$ cat config.mk
export PLATFORM = sky130hd
export DESIGN_NAME = countdown_timer
export DESIGN_NICKNAME = d
export VERILOG_FILES = /design/src/rtl/countdown_timer.sv
export SDC_FILE = /design/constraint.sdc
export NUM_CORES = 1
export LEC_CHECK = 0
export CAP_MARGIN = 20
export CORE_MARGIN = 3
export CORE_UTILIZATION = 26
export CTS_CLUSTER_SIZE = 14
export DETAILED_ROUTE_END_ITERATION = 7
export PLACE_DENSITY = 0.56
export SYNTH_ARGS = -nofsm -noshare
export SYNTH_HDL_FRONTEND = slang
export SYNTH_SLANG_ARGS = --single-unit
export TNS_END_PERCENT = 1
$ cat constraint.sdc
create_clock -name clk -period 1.7 [get_ports clk]
set_input_delay 0.51 -clock clk [delete_from_list [all_inputs] [get_ports clk]]
set_output_delay 0.51 -clock clk [all_outputs]
set_load 0.1 [all_outputs]
$ cat src/rtl/countdown_timer.sv
// Programmable down-counting timer with one-shot or auto-reload expiry pulse.
// Optional tick prescaler enabled by defining COUNTDOWN_PRESCALE_EN.
module countdown_timer #(
  parameter int unsigned WIDTH     = 10,
  parameter int unsigned MAX_COUNT = 999,
  parameter int unsigned PRESCALE  = 1000
) (
  input  logic             clk,
  input  logic             rst,
  input  logic             load,
  input  logic [WIDTH-1:0] load_value,
  input  logic             start,
  input  logic             pause,
  input  logic             auto_reload,
  output logic [WIDTH-1:0] count,
  output logic             running,
  output logic             expired
);

  localparam logic [WIDTH-1:0] MAX_C = WIDTH'(MAX_COUNT);
  localparam logic [WIDTH-1:0] ONE_C = WIDTH'(1);

  // Elaboration-time parameter sanity checks
  if ((MAX_COUNT >> WIDTH) != 0) begin : g_bad_max_count
    $error("countdown_timer: MAX_COUNT does not fit in WIDTH bits");
  end
  if (PRESCALE == 0) begin : g_bad_prescale_zero
    $error("countdown_timer: PRESCALE must be nonzero");
  end

  typedef enum logic [1:0] {
    IDLE = 2'd0,
    RUN  = 2'd1,
    HOLD = 2'd2
  } state_t;

  state_t           state_q, state_d;
  logic [WIDTH-1:0] count_d;
  logic [WIDTH-1:0] reload_q, reload_d;
  logic             expired_d;
  logic             tick;

`ifdef COUNTDOWN_PRESCALE_EN
  localparam int unsigned PRESC_W = (PRESCALE > 2) ? $clog2(PRESCALE) : 1;
  localparam logic [PRESC_W-1:0] PRESC_LAST = PRESC_W'(PRESCALE - 1);

  if (PRESCALE < 2) begin : g_bad_prescale
    $error("countdown_timer: PRESCALE must be 2 or more");
  end

  logic [PRESC_W-1:0] presc_q, presc_d;

  assign tick = (presc_q == PRESC_LAST);
`else
  assign tick = 1'b1;
`endif

  // Next-state and datapath: load beats pause beats start
  always_comb begin
    state_d   = state_q;
    count_d   = count;
    reload_d  = reload_q;
    expired_d = 1'b0;
`ifdef COUNTDOWN_PRESCALE_EN
    presc_d   = presc_q;
`endif

    if (load) begin
      count_d  = (load_value > MAX_C) ? MAX_C : load_value;
      reload_d = (load_value > MAX_C) ? MAX_C : load_value;
      state_d  = IDLE;
`ifdef COUNTDOWN_PRESCALE_EN
      presc_d  = '0;
`endif
    end else begin
      unique case (state_q)
        IDLE: begin
          if (start && (count != '0)) begin
            state_d = RUN;
`ifdef COUNTDOWN_PRESCALE_EN
            presc_d = '0;
`endif
          end
        end
        HOLD: begin
          // Resume keeps the partial prescaler phase
          if (start) state_d = RUN;
        end
        RUN: begin
          if (pause) begin
            state_d = HOLD;
          end else begin
`ifdef COUNTDOWN_PRESCALE_EN
            presc_d = tick ? '0 : presc_q + PRESC_W'(1);
`endif
            if (tick) begin
              if (count > ONE_C) begin
                count_d = count - ONE_C;
              end else begin
                expired_d = 1'b1;
                if (auto_reload && (reload_q != '0)) begin
                  count_d = reload_q;
                end else begin
                  count_d = '0;
                  state_d = IDLE;
                end
              end
            end
          end
        end
        default: state_d = IDLE;
      endcase
    end
  end

  // State and registered outputs
  always_ff @(posedge clk) begin
    if (rst) begin
      state_q  <= IDLE;
      count    <= '0;
      reload_q <= '0;
      running  <= 1'b0;
      expired  <= 1'b0;
`ifdef COUNTDOWN_PRESCALE_EN
      presc_q  <= '0;
`endif
    end else begin
      state_q  <= state_d;
      count    <= count_d;
      reload_q <= reload_d;
      running  <= (state_d == RUN);
      expired  <= expired_d;
`ifdef COUNTDOWN_PRESCALE_EN
      presc_q  <= presc_d;
`endif
    end
  end

endmodule

==> results.toml, run 1 <==
[run_status]
status = "finished with violations"
failed_checks = "setup timing"

[detailed_routing]
avgViaCountPerCell = 5.14
dr.pass1.iters = 4
totalWireLength_um = 4640
dr_wl_met3_um = 192
highest_layer = "met4"
drc_errors = 0
wl_met1_um = 2130
routed-wl-met2_um = 2240
vias = 1583
drtIter0Drc = 81
postRouteAntennaNets = 0
wl_per_cell_um = 15.1

[worst_setup_path]
cp_slowest_stage_delay_ns = 0.55
crit_family = "simple AND/OR/NAND/NOR gates"
end_kind = "flop"
cp_data_required_time_ns = 1.85
worst-setup-path-type = "flop to flop"
path_max_fanout = 3
reg2reg_slack_ns = -0.06
startpoint_type = "flop"
crit_path_cell_trace = "or4_4, or3_4, a221oi_2, o21ai_1"
slowest_stage = "or4_4"
cp.arrival_ns = 1.91
cp_num_buf_inv = 0

[logic_synthesis]
synth.most_common_cell = "dfxtp_1"
synth-async-reset-ratio_pct = 0
synth_area_um2 = 1450
synth_top_area_share_pct = 33.2
yosysSeqAreaShare_pct = 33.2
synth-main-ff-cell = "dfxtp_1"
synth_edf_count = 0
synthCells = 167
synth_area_leaders = "dfxtp_1 (33%), mux2i_1 (4.2%), nor2_1 (4.2%)"
yosys_register_bits = 24
ys.warnings.count = 0
yosys.area.top_type = "dfxtp_1"
synthDistinctLibCells = 46
syn_nets = 186
avgSynthCellArea_um2 = 8.65
synth_common_cells = "dfxtp_1 (24), nor2_1 (16), a21oi_1 (11), inv_1 (11), nand2_1 (9)"

[sta]
finalCritPeriodShare_pct = 104
drv_slew = 0
clock.fmax_mhz = 568
finalSetupTns_ns = -0.105
slew_headroom_pct = 72.3
grt_setup_unrepaired = "true"
min_period_ns = 1.76
worstMarginPinSlew_ns = 0.412
setup_ws_ns = -0.0611
hold_viol = 0
fin_skew_ns = 0.00215
setup_viol = 4

[place]
dp_worst_setup_slack_ns = -0.639
dp_hpwl_um = 3670
place_area_um2 = 2260
port_buffers = 27
gp_congestion = 0.906

[cts]
cts_buffer_depth = 2
htreeDepth = 1
clkTransAtPathRegs_ns = 0.08
postCtsHoldBufs = 0
worstSkewPairLatency_ns = 0.27
cts_buffers = 3
cts_tree = "done"
clockRootBuffer = "clkbuf_8"
cts.sinks = 24

[finish]
drive_above_1_share_pct = 40.8
fin_util_pct = 45.2
area_growth_pct = 63.9
layout.nets = 258
num_antenna_cells = 0
fin_area_um2 = 2370

[global_route]
grt_max_degree = 18
grt_pass1_wl_um = 7350
overflow = 0
grt_antenna_before_repair = 0
grt_util_all_layers_pct = 14.6
grt_pass1_vias = 1490

[floorplan]
rows = 26
ios = 28
core_area_um2 = 5240
die_w_um = 80.6
die-area_um2 = 6490
dieHeight_um = 80.6
start_util_pct = 27.6

[power]
power_switching_share_pct = 35.9
p_sw_w = 0.000602
p_leak_nw = 0.947
max-vdd-ir-drop_uv = 330
p_clk_share_pct = 20.5
p_per_area_nw_per_um2 = 708
p_seq_share_pct = 38.4
combPwrFrac_pct = 41.2
internal_power_w = 0.00108

[min_path]
hp-class = "flop to flop"

[run]
drv_cap = 0
==> worst reg2reg max path, stage by stage, from the launching register on <==
cell	delay [ns]
dfxtp_4	0.36
or4_4	0.55
or3_4	0.38
a221oi_2	0.24
o21ai_1	0.11
==> metal layers <==
metal / vias up / GRT usage, %
met4: 0 / 5.24
met2: 43 / 25.0
met3: 7 / 1.68
met1: 742 / 18.7
li1: 791 / -
met5: - / 0
==> power by group through the flow <==
| stage | clock network (W) | registers, W | logic, W |
|---|---|---|---|
| after CTS | 0.000356 | 0.000643 | 0.000681 |
| after global routing | 0.000380 | 0.000648 | 0.000735 |
| after global placement | 0 | 0.000657 | 0.000655 |
| after floorplan | 0 | 0.000798 | 0.000225 |
| final | 0.000343 | 0.000644 | 0.000691 |
| after detailed placement | 0 | 0.000659 | 0.000660 |
==> sequential cells by signal, indices dropped and copies added, names as in the netlist <==
register / flops
count: 10
expired: 1
reload_q: 10
running: 1
state_q: 2
==> final cells by class <==
type / count / area [µm²]
clock buffer: 3 / 41.3
tap: 70 / 87.6
multi-input combinational: 123 / 932
fill: 528 / 2870
sequential: 24 / 500
timing repair buffer: 76 / 757
clock inverter: 1 / 3.75
inverter: 11 / 46.3
==> metrics by stage <==
step	hold WS, ns	instances	power (W)
after CTS	0.493	308	0.00168
final	0.492	308	0.00168
after global routing	0.509	308	0.00176
after global placement	0.477	302	0.00131
after detailed placement	0.478	302	0.00132
after floorplan	0.451	167	0.00102
==> layout by cell type, fill, tap and decap left out, drive strengths merged, types with 2 or more instances in the layout <==
cell type	count
buf	61
dfxtp	24
nor2	16
clkdlybuf4s50	14
a21oi	11
inv	11
nand2	9
nand4	7
nor3	7
mux2i	6
nor4	6
nand3	5
a311oi	5
a211oi	5
a31oi	4
o21ai	4
o2111ai	3
clkbuf	3
or2	3
and3	3
a221oi	3
ha	3
or3b	2
o32a	2
o41ai	2
nor3b	2
a2111oi	2
a311o	2
==> repair_timing <==
action                                  CTS  global route
hold endpoints to repair                  0             0
gates resized for setup                   7             6
buffers inserted                          2             0
endpoints found under the setup margin   10            11
pin swaps                                 6             3
==> final timing paths <==
path,startpoint,end,cells after the start
max reg2reg,count[1],count[5],4
max,count[1],count[5],4
min,reload_q[4],reload_q[4],2
min reg2reg,reload_q[4],reload_q[4],2
==> logic make-up (layout without fill, tap and decap cells) <==
| group | after synthesis | after routing | share of synthesized area, % |
|---|---|---|---|
| AOI/OAI and AO/OA | 50 | 50 | 26.0 |
| adders and majority gates | 3 | 3 | 2.60 |
| buffers and inverters | 20 | 91 | 8.22 |
| DFF | 24 | 24 | 33.2 |
| muxes | 6 | 6 | 4.16 |
| and+or+nand+nor | 64 | 64 | 25.8 |
Note: power is estimated with default switching activity, not from simulation.
==> run 2, diff against run 1 <==
--- a/config.mk
+++ b/config.mk
@@ -7,10 +7,10 @@
 export LEC_CHECK = 0
 export CAP_MARGIN = 20
 export CORE_MARGIN = 3
-export CORE_UTILIZATION = 26
+export CORE_UTILIZATION = 44
 export CTS_CLUSTER_SIZE = 14
 export DETAILED_ROUTE_END_ITERATION = 7
-export PLACE_DENSITY = 0.56
+export PLACE_DENSITY_LB_ADDON = 0.3
 export SYNTH_ARGS = -nofsm -noshare
 export SYNTH_HDL_FRONTEND = slang
 export SYNTH_SLANG_ARGS = --single-unit
==> results.toml, run 2 (synthesis results as in run 1) <==
[finish]
most-common-layout-cells = "buf_4 (44), nor2_1 (16), dfxtp_1 (14), clkdlybuf4s50_1 (14), buf_12 (12)"
area_growth_pct = 58.0
layout.nets = 253
largestRegisters = "count (10), reload_q (10), state_q (2)"
final_common_cell = "buf_4"
fin_area_um2 = 2280
nFillCells = 223
drive_above_1_share_pct = 39.5
fin_util_pct = 73.6
num_antenna_cells = 0

[min_path]
hp-class = "flop to flop"
hold_depth = 2

[sta]
min_period_ns = 1.72
drv_slew = 0
fin_skew_ns = 0.0103
finalCritPeriodShare_pct = 101
worstMarginPinSlew_ns = 0.450
slew_headroom_pct = 69.7
setup_viol = 4
hold_viol = 0
grt_setup_unrepaired = "true"
setup_ws_ns = -0.0163
clock.fmax_mhz = 583

[cts]
postCtsHoldBufs = 0
clockRootBuffer = "clkbuf_4"
htreeDepth = 1
clkTransAtPathRegs_ns = 0.14
cts_buffer_depth = 2
cts.sinks = 24
cts_buffers = 3
worstSkewPairLatency_ns = 0.33
cts_tree = "done"

[place]
port_buffers = 27
gp_congestion = 0.905
place_area_um2 = 2190
dp_hpwl_um = 3500
dp_worst_setup_slack_ns = -0.609

[detailed_routing]
postRouteAntennaNets = 0
totalWireLength_um = 4560
avgViaCountPerCell = 6.01
drc_errors = 0
wl_per_cell_um = 16.5
drtIter0Drc = 131
vias = 1666
dr.pass1.iters = 4

[worst_setup_path]
cp_data_required_time_ns = 1.94
worst-setup-path-type = "flop to flop"
path_max_fanout = 4
cp_slowest_stage_delay_ns = 0.55
end_kind = "flop"
reg2reg_depth = 4
startpoint_type = "flop"
timing.rr.start = "count[0]"
slowest_stage = "or4_4"
crit_path_cell_trace = "or4_4, or3_4, a221oi_2, o21ai_1"
reg2reg_to = "count[5]"
crit_family = "simple AND/OR/NAND/NOR gates"
cp_num_buf_inv = 0
cp-startpoint = "count[0]"
reg2reg_slack_ns = -0.02
path_depth = 4
cp.arrival_ns = 1.95
crit_path_end = "count[5]"

[global_route]
grt_util_all_layers_pct = 22.8
grt_max_degree = 14
use_met3_pct = 2.67
grt_antenna_before_repair = 0
grt_pass1_wl_um = 7370
overflow = 0
busiest_layer = "met2"
met2_usage_pct = 39.5
grtUsageMet1_pct = 28.2
grt_pass1_vias = 1609

[run]
drv_cap = 0

[power]
p_leak_nw = 0.914
max-vdd-ir-drop_uv = 533
p_per_area_nw_per_um2 = 699

[floorplan]
dieHeight_um = 63.3
start_util_pct = 46.6
core_area_um2 = 3100
die-area_um2 = 4010
rows = 20
die_w_um = 63.3
ios = 28

[run_status]
failed_checks = "setup timing"
status = "finished with violations"
[run 2: report_power, final]
| group | internal (W) | total, W | switching, W |
|---|---|---|---|
| Sequential | 0.000601 | 0.000658 | 0.0000571 |
| Combinational | 0.000298 | 0.000664 | 0.000366 |
| Clock | 0.0000865 | 0.000273 | 0.000186 |
[run 2: through the flow]
stage	TNS [ns]	total power, W	cells	hold slack, ns
2_1_floorplan	-0.924	0.00102	167	0.451
3_3_place_gp	-5.01	0.00128	271	0.479
3_5_place_dp	-5.66	0.00130	271	0.485
4_1_cts	-0.0514	0.00157	277	0.512
5_1_grt	-0.524	0.00165	277	0.535
6_report	-0.0385	0.00160	277	0.514
[run 2: how the worst min path moves through the flow]
stage | startpoint | end | slack, ns
after CTS | reload_q[1] | reload_q[1] | 0.51
final | reload_q[1] | reload_q[1] | 0.51
after global placement | reload_q[0] | count[0] | 0.48
after detailed placement | reload_q[0] | count[0] | 0.49
after global routing | reload_q[4] | count[4] | 0.53
after floorplan | reload_q[2] | reload_q[2] | 0.45
[run 2: area by class of cell]
cell class / instances / area [µm²] / share of cell area, %
multi-input combinational: 123 / 936 / 41.0
timing repair buffer: 71 / 719 / 31.5
sequential: 24 / 500 / 21.9
tap: 44 / 55.1 / 2.41
inverter: 11 / 46.3 / 2.03
clock buffer: 3 / 22.5 / 0.986
clock inverter: 1 / 3.75 / 0.164
[run 2: timing repair]
item                                    in CTS  in global routing
gates resized for setup                      9                  2
buffers inserted                             2                  0
pin swaps                                    5                  6
endpoints found under the setup margin       8                 11
[run 2: worst reg2reg max path, cell delays in order (launching register included)]
cell	delay [ns]
dfxtp_4	0.39
or4_4	0.55
or3_4	0.34
a221oi_2	0.27
o21ai_1	0.08
[run 2: metal layers]
metal | part of all wire (%) | routed length (µm) | up-vias
li1 | - | - | 789
met1 | 42 | 1900 | 775
met2 | 48 | 2200 | 86
met3 | 7.8 | 357 | 16
met4 | 2.2 | 101 | 0
met5 | 0 | 0 | -
==> run 3, diff against run 2 <==
--- a/config.mk
+++ b/config.mk
@@ -5,11 +5,11 @@
 export SDC_FILE = /design/constraint.sdc
 export NUM_CORES = 1
 export LEC_CHECK = 0
-export CAP_MARGIN = 20
 export CORE_MARGIN = 3
 export CORE_UTILIZATION = 44
 export CTS_CLUSTER_SIZE = 14
 export DETAILED_ROUTE_END_ITERATION = 7
+export HOLD_SLACK_MARGIN = 0.03
 export PLACE_DENSITY_LB_ADDON = 0.3
 export SYNTH_ARGS = -nofsm -noshare
 export SYNTH_HDL_FRONTEND = slang
==> results of run 3 <==
No change in the layout: final DEF, timing and power equal those of run 2.
